[config.mk]
export PLATFORM = sky130hd
export DESIGN_NAME = miner_host_regs
export DESIGN_NICKNAME = d
export VERILOG_FILES = /design/src/rtl/miner_host_regs.sv
export SDC_FILE = /design/constraint.sdc
export NUM_CORES = 1
export LEC_CHECK = 0
export BUFFER_PORTS_ARGS = -buffer_cell sky130_fd_sc_hd__buf_4
export CAP_MARGIN = 10
export CORE_AREA = 2 2 474 476
export DETAILED_ROUTE_END_ITERATION = 8
export DIE_AREA = 0 0 476 478
export GPL_ROUTABILITY_DRIVEN = 0
export SLEW_MARGIN = 10
export SYNTH_ARGS = -nofsm -noshare
export SYNTH_HDL_FRONTEND = slang
export SYNTH_SLANG_ARGS = --single-unit
[constraint.sdc]
create_clock -name clk -period 4.7 [get_ports clk]
set_input_delay 0.94 -clock clk [delete_from_list [all_inputs] [get_ports clk]]
set_output_delay 0.94 -clock clk [all_outputs]
set_load 0.005 [all_outputs]
[src/rtl/miner_host_regs.sv]
// miner_host_regs: Avalon-MM register bank and job controller for NUM_CORES
// SHA-256 mining cores. Holds the 256-bit target and the 608-bit message,
// hands each core a fixed slice of the nonce space, starts and aborts jobs,
// and latches the first winning nonce (lowest core index wins ties).
// Optional feature macro: MINER_IRQ_EN adds the irq output and IRQ_CTRL at
// word address 31.

module miner_host_regs #(
    parameter int NUM_CORES = 4
) (
    input  logic                      clk,
    input  logic                      n_rst,
    input  logic [4:0]                slaveAddr,
    input  logic [31:0]               slaveWriteData,
    input  logic                      slaveWrite,
    input  logic                      slaveRead,
    input  logic                      slaveChipSelect,
    output logic [31:0]               slaveReadData,
    output logic                      coreStart,
    output logic                      coreAbort,
    output logic [607:0]              coreMessage,
    output logic [255:0]              coreTarget,
    output logic [NUM_CORES*32-1:0]   coreNonceBase,
    input  logic [NUM_CORES-1:0]      coreFound,
    input  logic [NUM_CORES*32-1:0]   coreNonce,
    input  logic [NUM_CORES-1:0]      coreDone
`ifdef MINER_IRQ_EN
    ,
    output logic                      irq
`endif
);

    localparam logic [2:0] ST_IDLE      = 3'd0;
    localparam logic [2:0] ST_TGT_READY = 3'd1;
    localparam logic [2:0] ST_MINING    = 3'd2;
    localparam logic [2:0] ST_FOUND     = 3'd3;
    localparam logic [2:0] ST_EXHAUSTED = 3'd4;

    localparam logic [31:0] CMD_LOAD  = 32'd1;
    localparam logic [31:0] CMD_START = 32'd2;
    localparam logic [31:0] CMD_ABORT = 32'd3;

    localparam int IDX_W = (NUM_CORES > 1) ? $clog2(NUM_CORES) : 1;

    localparam logic [32:0] NONCE_SPAN = 33'h1_0000_0000 / 33'(NUM_CORES);

    logic                  wr_en;
    logic                  rd_en;
    logic [2:0]            state_q;
    logic [7:0][31:0]      target_q;
    logic [18:0][31:0]     message_q;
    logic [31:0]           nonce_q;
    logic [IDX_W-1:0]      found_core_q;
    logic [NUM_CORES-1:0]  done_mask_q;
    logic [NUM_CORES-1:0]  done_next;
    logic                  found_any;
    logic                  done_all;
    logic                  enter_stop;
    logic [IDX_W-1:0]      hit_idx;
    logic [31:0]           hit_nonce;
    logic                  cmd_load;
    logic                  cmd_start;
    logic                  cmd_abort;
    logic                  is_target_addr;
    logic                  is_message_addr;
    logic [31:0]           rd_word;

`ifdef MINER_IRQ_EN
    logic irq_enable_q;
    logic irq_pending_q;
`endif

    assign wr_en = slaveWrite & slaveChipSelect;
    assign rd_en = slaveRead & slaveChipSelect;

    assign cmd_load  = wr_en && (slaveAddr == 5'd1) && (slaveWriteData == CMD_LOAD);
    assign cmd_start = wr_en && (slaveAddr == 5'd1) && (slaveWriteData == CMD_START);
    assign cmd_abort = wr_en && (slaveAddr == 5'd1) && (slaveWriteData == CMD_ABORT);

    assign is_target_addr  = (slaveAddr >= 5'd2)  && (slaveAddr <= 5'd9);
    assign is_message_addr = (slaveAddr >= 5'd11) && (slaveAddr <= 5'd29);

    assign found_any  = |coreFound;
    assign done_next  = done_mask_q | coreDone;
    assign done_all   = &done_next;
    assign enter_stop = (state_q == ST_MINING) && (found_any || done_all);

    assign coreTarget  = target_q;
    assign coreMessage = message_q;

    // Each core starts its search at an equal fraction of the 32-bit nonce space.
    for (genvar g = 0; g < NUM_CORES; g++) begin : g_base
        localparam logic [32:0] BASE = NONCE_SPAN * 33'(g);
        assign coreNonceBase[g*32 +: 32] = BASE[31:0];
    end

    // Pick the lowest-indexed core reporting a hit, scanning high to low so the lowest overwrites.
    always_comb begin
        hit_idx   = '0;
        hit_nonce = '0;
        for (int i = NUM_CORES - 1; i >= 0; i--) begin
            if (coreFound[i]) begin
                hit_idx   = IDX_W'(i);
                hit_nonce = coreNonce[i*32 +: 32];
            end
        end
    end

    // Job FSM: start/abort pulses, sticky done mask and winner capture.
    always_ff @(posedge clk or negedge n_rst) begin
        if (!n_rst) begin
            state_q      <= ST_IDLE;
            coreStart    <= 1'b0;
            coreAbort    <= 1'b0;
            done_mask_q  <= '0;
            nonce_q      <= '0;
            found_core_q <= '0;
        end else begin
            coreStart <= 1'b0;
            coreAbort <= 1'b0;
            case (state_q)
                ST_IDLE: begin
                    if (cmd_load) state_q <= ST_TGT_READY;
                end
                ST_TGT_READY: begin
                    if (cmd_start) begin
                        state_q     <= ST_MINING;
                        coreStart   <= 1'b1;
                        done_mask_q <= '0;
                    end
                end
                ST_FOUND, ST_EXHAUSTED: begin
                    if (cmd_start) begin
                        state_q     <= ST_MINING;
                        coreStart   <= 1'b1;
                        done_mask_q <= '0;
                    end else if (cmd_load) begin
                        state_q <= ST_TGT_READY;
                    end
                end
                ST_MINING: begin
                    done_mask_q <= done_next;
                    if (found_any) begin
                        state_q      <= ST_FOUND;
                        nonce_q      <= hit_nonce;
                        found_core_q <= hit_idx;
                        coreAbort    <= 1'b1;
                    end else if (done_all) begin
                        state_q <= ST_EXHAUSTED;
                    end else if (cmd_abort) begin
                        state_q   <= ST_TGT_READY;
                        coreAbort <= 1'b1;
                    end
                end
                default: state_q <= ST_IDLE;
            endcase
        end
    end

    // Host writes to target and message words, frozen while a job is running.
    always_ff @(posedge clk or negedge n_rst) begin
        if (!n_rst) begin
            target_q  <= '0;
            message_q <= '0;
        end else if (wr_en && (state_q != ST_MINING)) begin
            if (is_target_addr)
                target_q[3'(slaveAddr - 5'd2)] <= slaveWriteData;
            if (is_message_addr)
                message_q[5'(slaveAddr - 5'd11)] <= slaveWriteData;
        end
    end

    // Read mux over the current (pre-write) register contents.
    always_comb begin
        rd_word = '0;
        if (slaveAddr == 5'd0)
            rd_word = {29'd0, state_q};
        else if (is_target_addr)
            rd_word = target_q[3'(slaveAddr - 5'd2)];
        else if (slaveAddr == 5'd10)
            rd_word = nonce_q;
        else if (is_message_addr)
            rd_word = message_q[5'(slaveAddr - 5'd11)];
        else if (slaveAddr == 5'd30)
            rd_word = {{(32-IDX_W){1'b0}}, found_core_q};
`ifdef MINER_IRQ_EN
        else if (slaveAddr == 5'd31)
            rd_word = {30'd0, irq_pending_q, irq_enable_q};
`endif
    end

    // Registered read data, held until the next accepted read.
    always_ff @(posedge clk or negedge n_rst) begin
        if (!n_rst)
            slaveReadData <= '0;
        else if (rd_en)
            slaveReadData <= rd_word;
    end

`ifdef MINER_IRQ_EN
    // Interrupt: pending latches on job completion, host clears it; output is registered.
    always_ff @(posedge clk or negedge n_rst) begin
        if (!n_rst) begin
            irq_enable_q  <= 1'b0;
            irq_pending_q <= 1'b0;
            irq           <= 1'b0;
        end else begin
            if (wr_en && (slaveAddr == 5'd31))
                irq_enable_q <= slaveWriteData[0];
            if (enter_stop)
                irq_pending_q <= 1'b1;
            else if (wr_en && (slaveAddr == 5'd31) && slaveWriteData[1])
                irq_pending_q <= 1'b0;
            irq <= irq_enable_q & irq_pending_q;
        end
    end
`endif

endmodule

==> summary.md <==
| Metric | Value |
|---|---|
| H-tree depth | 3 |
| Clk_lat worst skew | about 0.75 ns |
| TritonCTS clock tree | done |
| Largest net degree at the start of global routing | ~110 |
| Worst EP arrival | 4.16 ns |
| RSZ-0062 raised after global routing | false |
| Fmax | roughly 0.28 GHz |
| Number of remaining DRC errors | 0 |
| # Post-CTS Setup Buffers | 0 |
| Clock skew after layout | roughly 0.043 ns |
| CP Class | primary input to flop |
| Synth cell count leaders | dfrtp_1, mux2_2, mux4_2 |
| Share of cells above drive strength 1 | between 50% and 60% |
| Fin crit period | around 3.5 ns |
| Clk root buf | clkbuf_16 |
| Final Non-Filler Cells | 7,273 |
| Synth unique cells | 62 |
| Post-Syn Area | about 0.044 mm² |
| Ys async rst share | 100% |
| Worst-path clk slew | 0.06 ns |
| DRT Pass-1 Iters | 5 |
| Status | completed |
| Post-synth EDFFs | 0 |
| Routed WL | between 200,000 and 250,000 µm |
| Synthesized instance count | about 3.2k |
| Worst hold path class | primary input to async pin |
| Routed len/inst | around 34 µm |
| Fillers | between 20k and 25k |
| Placed instance count | 7,069 |
| Grt total ovfl | 0 |
| TNS Setup | 0 ns |
| Final hold violation count | 0 |
| Clock sinks | roughly 940 |
| Critical Path Max Stage Delay | 0.80 ns |
| Syn_area_per_cell | about 14 µm² |
| Period utilization | about three quarters |
| Inserted Clock Buffers | about 110 |
| YS warnings | 0 |
| Critical Path Sink Type | flop |
| Crit Path Max Fanout | 32 |
| Initial Util | between 15 and 20% |
| Crit path top cell by count | buf_4 |
| Static Leakage | 28.8 nW |
| DIE AREA | ~0.23 mm² |
| I/O Buffers | between 1k and 1.5k |
| Sequential share of the synthesized area | 52.8% |
| Fin util | 27.0% |
| # IOs | roughly 1.2k |
| Worst VDD drop | approximately 0.00033 V |
| GRT Resource Usage Total | roughly a fifth |
| Post-synth top flop | dfrtp_1 |
| First-pass GRT wire length | between 300,000 and 400,000 µm |
| Core Footprint | about 0.22 mm² |
| Die width | 476 µm |
| Slew Limit Fails | 0 |
| Most common cell in the netlist | dfrtp_1 |
| Hold bufs inserted after CTS | 0 |
| Clk buf depth | 3 |
| Fin nets | 4,376 |
| Final setup viols | 0 |
| Post-synth top area share | a little over half |
| Required time of the worst setup path | ~5.3 ns |
| Worst slew pin tran | 1.34 ns |
| Vias | around 34k |
| Initial antenna violation count | 10 |
| Via density | between 4 and 5 |
| Die Span Y | roughly 480 µm |
| ANT nets after route | 0 |
| Number of global-route vias before repair | around 34k |
| CP Buf/Inv Count | 4 |
| Hpwl dp | roughly 190,000 µm |
| Post-cts sizing count | 0 |
| Max-cap viol count | 0 |
| CP top delay family | compound AO/OA/AOI/OAI gates |
| Row count | ~170 |
| Area Growth Syn to Fin | 35.3% |
| Setup crit start | slaveAddr[2] |
| Relative slew slack | 10.0% |
| Synth area leaders | dfrtp_1, mux2_2, mux4_2, buf_4, mux2i_1 |
| Reg-to-Reg Start | state_q[1] |
| Power per Cell Area | about 410 mW/mm² |
| Critical path's slowest cell | o22ai_1 |
| Critical path, cell by cell | buf_4 -> inv_1 -> ha_1 -> nand2_1 -> mux2i_1 -> a22oi_2 -> buf_12 -> o22ai_1 -> nor4_2 -> buf_4 -> a221o_1 |
| CP startpoint kind | primary input |
| Iteration-0 DRC Markers | roughly 2.3k |
| Yosys top cell by area | dfrtp_1 |
| Synthesized flop and latch total | 939 |
==> worst paths after layout <==
| path | end | depth (start not counted) | slack [ns] |
|---|---|---|---|
| min in group clk | done_mask_q[0] | 3 | 0.46 |
| min | coreMessage[509] | 1 | 0.31 |
| max | slaveReadData[31] | 11 | 1.16 |
| max in group asynchronous | coreMessage[514] | 2 | 3.17 |
| max reg2reg | coreMessage[245] | 7 | 1.78 |
| min reg2reg | done_mask_q[0] | 2 | 0.50 |
==> flip-flops by register name, summed over array words and instances (netlist names) <==
| signal | cells |
|---|---|
| done_mask_q | 4 |
| nonce_q | 32 |
| coreStart | 1 |
| slaveReadData | 32 |
| coreAbort | 1 |
| found_core_q | 2 |
| state_q | 3 |
| coreTarget | 256 |
| coreMessage | 608 |
==> power by group <==
part / switching (mW) / total, mW / internal, mW
Clock: 3.77 / 9.20 / 5.42
Sequential: 1.08 / 10.2 / 9.08
Combinational: 2.72 / 5.42 / 2.69
==> cell type report <==
| type | instances | area [µm²] | area share [%] |
|---|---|---|---|
| sequential | 939 | 23500 | 39.0 |
| tap | 2992 | 3740 | 6.22 |
| clock inverter | 44 | 641 | 1.06 |
| inverter | 6 | 22.5 | 0.0374 |
| antenna | 9 | 22.5 | 0.0374 |
| timing repair buffer | 1226 | 9570 | 15.9 |
| clock buffer | 151 | 3210 | 5.33 |
| multi-input combinational | 1906 | 19500 | 32.4 |
==> layer usage <==
| layer | vias to the layer above | wire, µm | global-route usage [%] | share of wire (%) |
|---|---|---|---|---|
| met3 | 383 | 17700 | 5.23 | 7.2 |
| met5 | - | 35 | 0 | 0.014 |
| li1 | 13600 | - | - | - |
| met1 | 18100 | 89600 | 23.3 | 36 |
| met2 | 1761 | 126000 | 37.5 | 51 |
| met4 | 6 | 14500 | 10.5 | 5.8 |
==> cell families after synthesis <==
family | share of synthesized area [%]
simple gates | 2.99
other cells | 0.0169
flops | 52.8
compound gates | 5.41
buf+inv | 5.30
xor+xnor | 0.0788
mux | 33.1
fa+ha+maj | 0.281
==> cells in the final DEF (no fill, tap or decap), types with 38 or more instances in the layout <==
cell	instances
buf_4	1196
dfrtp_1	939
mux2_2	824
mux4_2	192
conb_1	128
clkbuf_16	111
a21oi_1	106
nand2_1	86
o21ai_0	74
mux2i_1	70
o22ai_1	66
nor2_1	47
mux2_1	38
==> worst reg2reg max path: stages (launching register included) <==
cell and delay, ns:
dfrtp_1 0.48, nor3b_2 0.20, buf_4 0.21, nor4_4 0.36, nand2_1 0.41, nor2_4 0.26
buf_4 0.44, mux2_2 0.48
==> metrics by stage <==
stage / cell area (µm²) / hold slack [ns] / total power [mW] / setup WS, ns
after floorplan: 45000 / 0.449 / 11.9 / 0.900
after global placement: 56300 / 0.476 / 15.7 / -0.316
after detailed placement: 56300 / 0.487 / 15.8 / 0.212
after CTS: 60200 / 0.264 / 25.1 / 1.05
after global routing: 60200 / 0.278 / 25.7 / 1.10
final: 60200 / 0.310 / 24.8 / 1.16
Power figures use the tool's default switching activity.
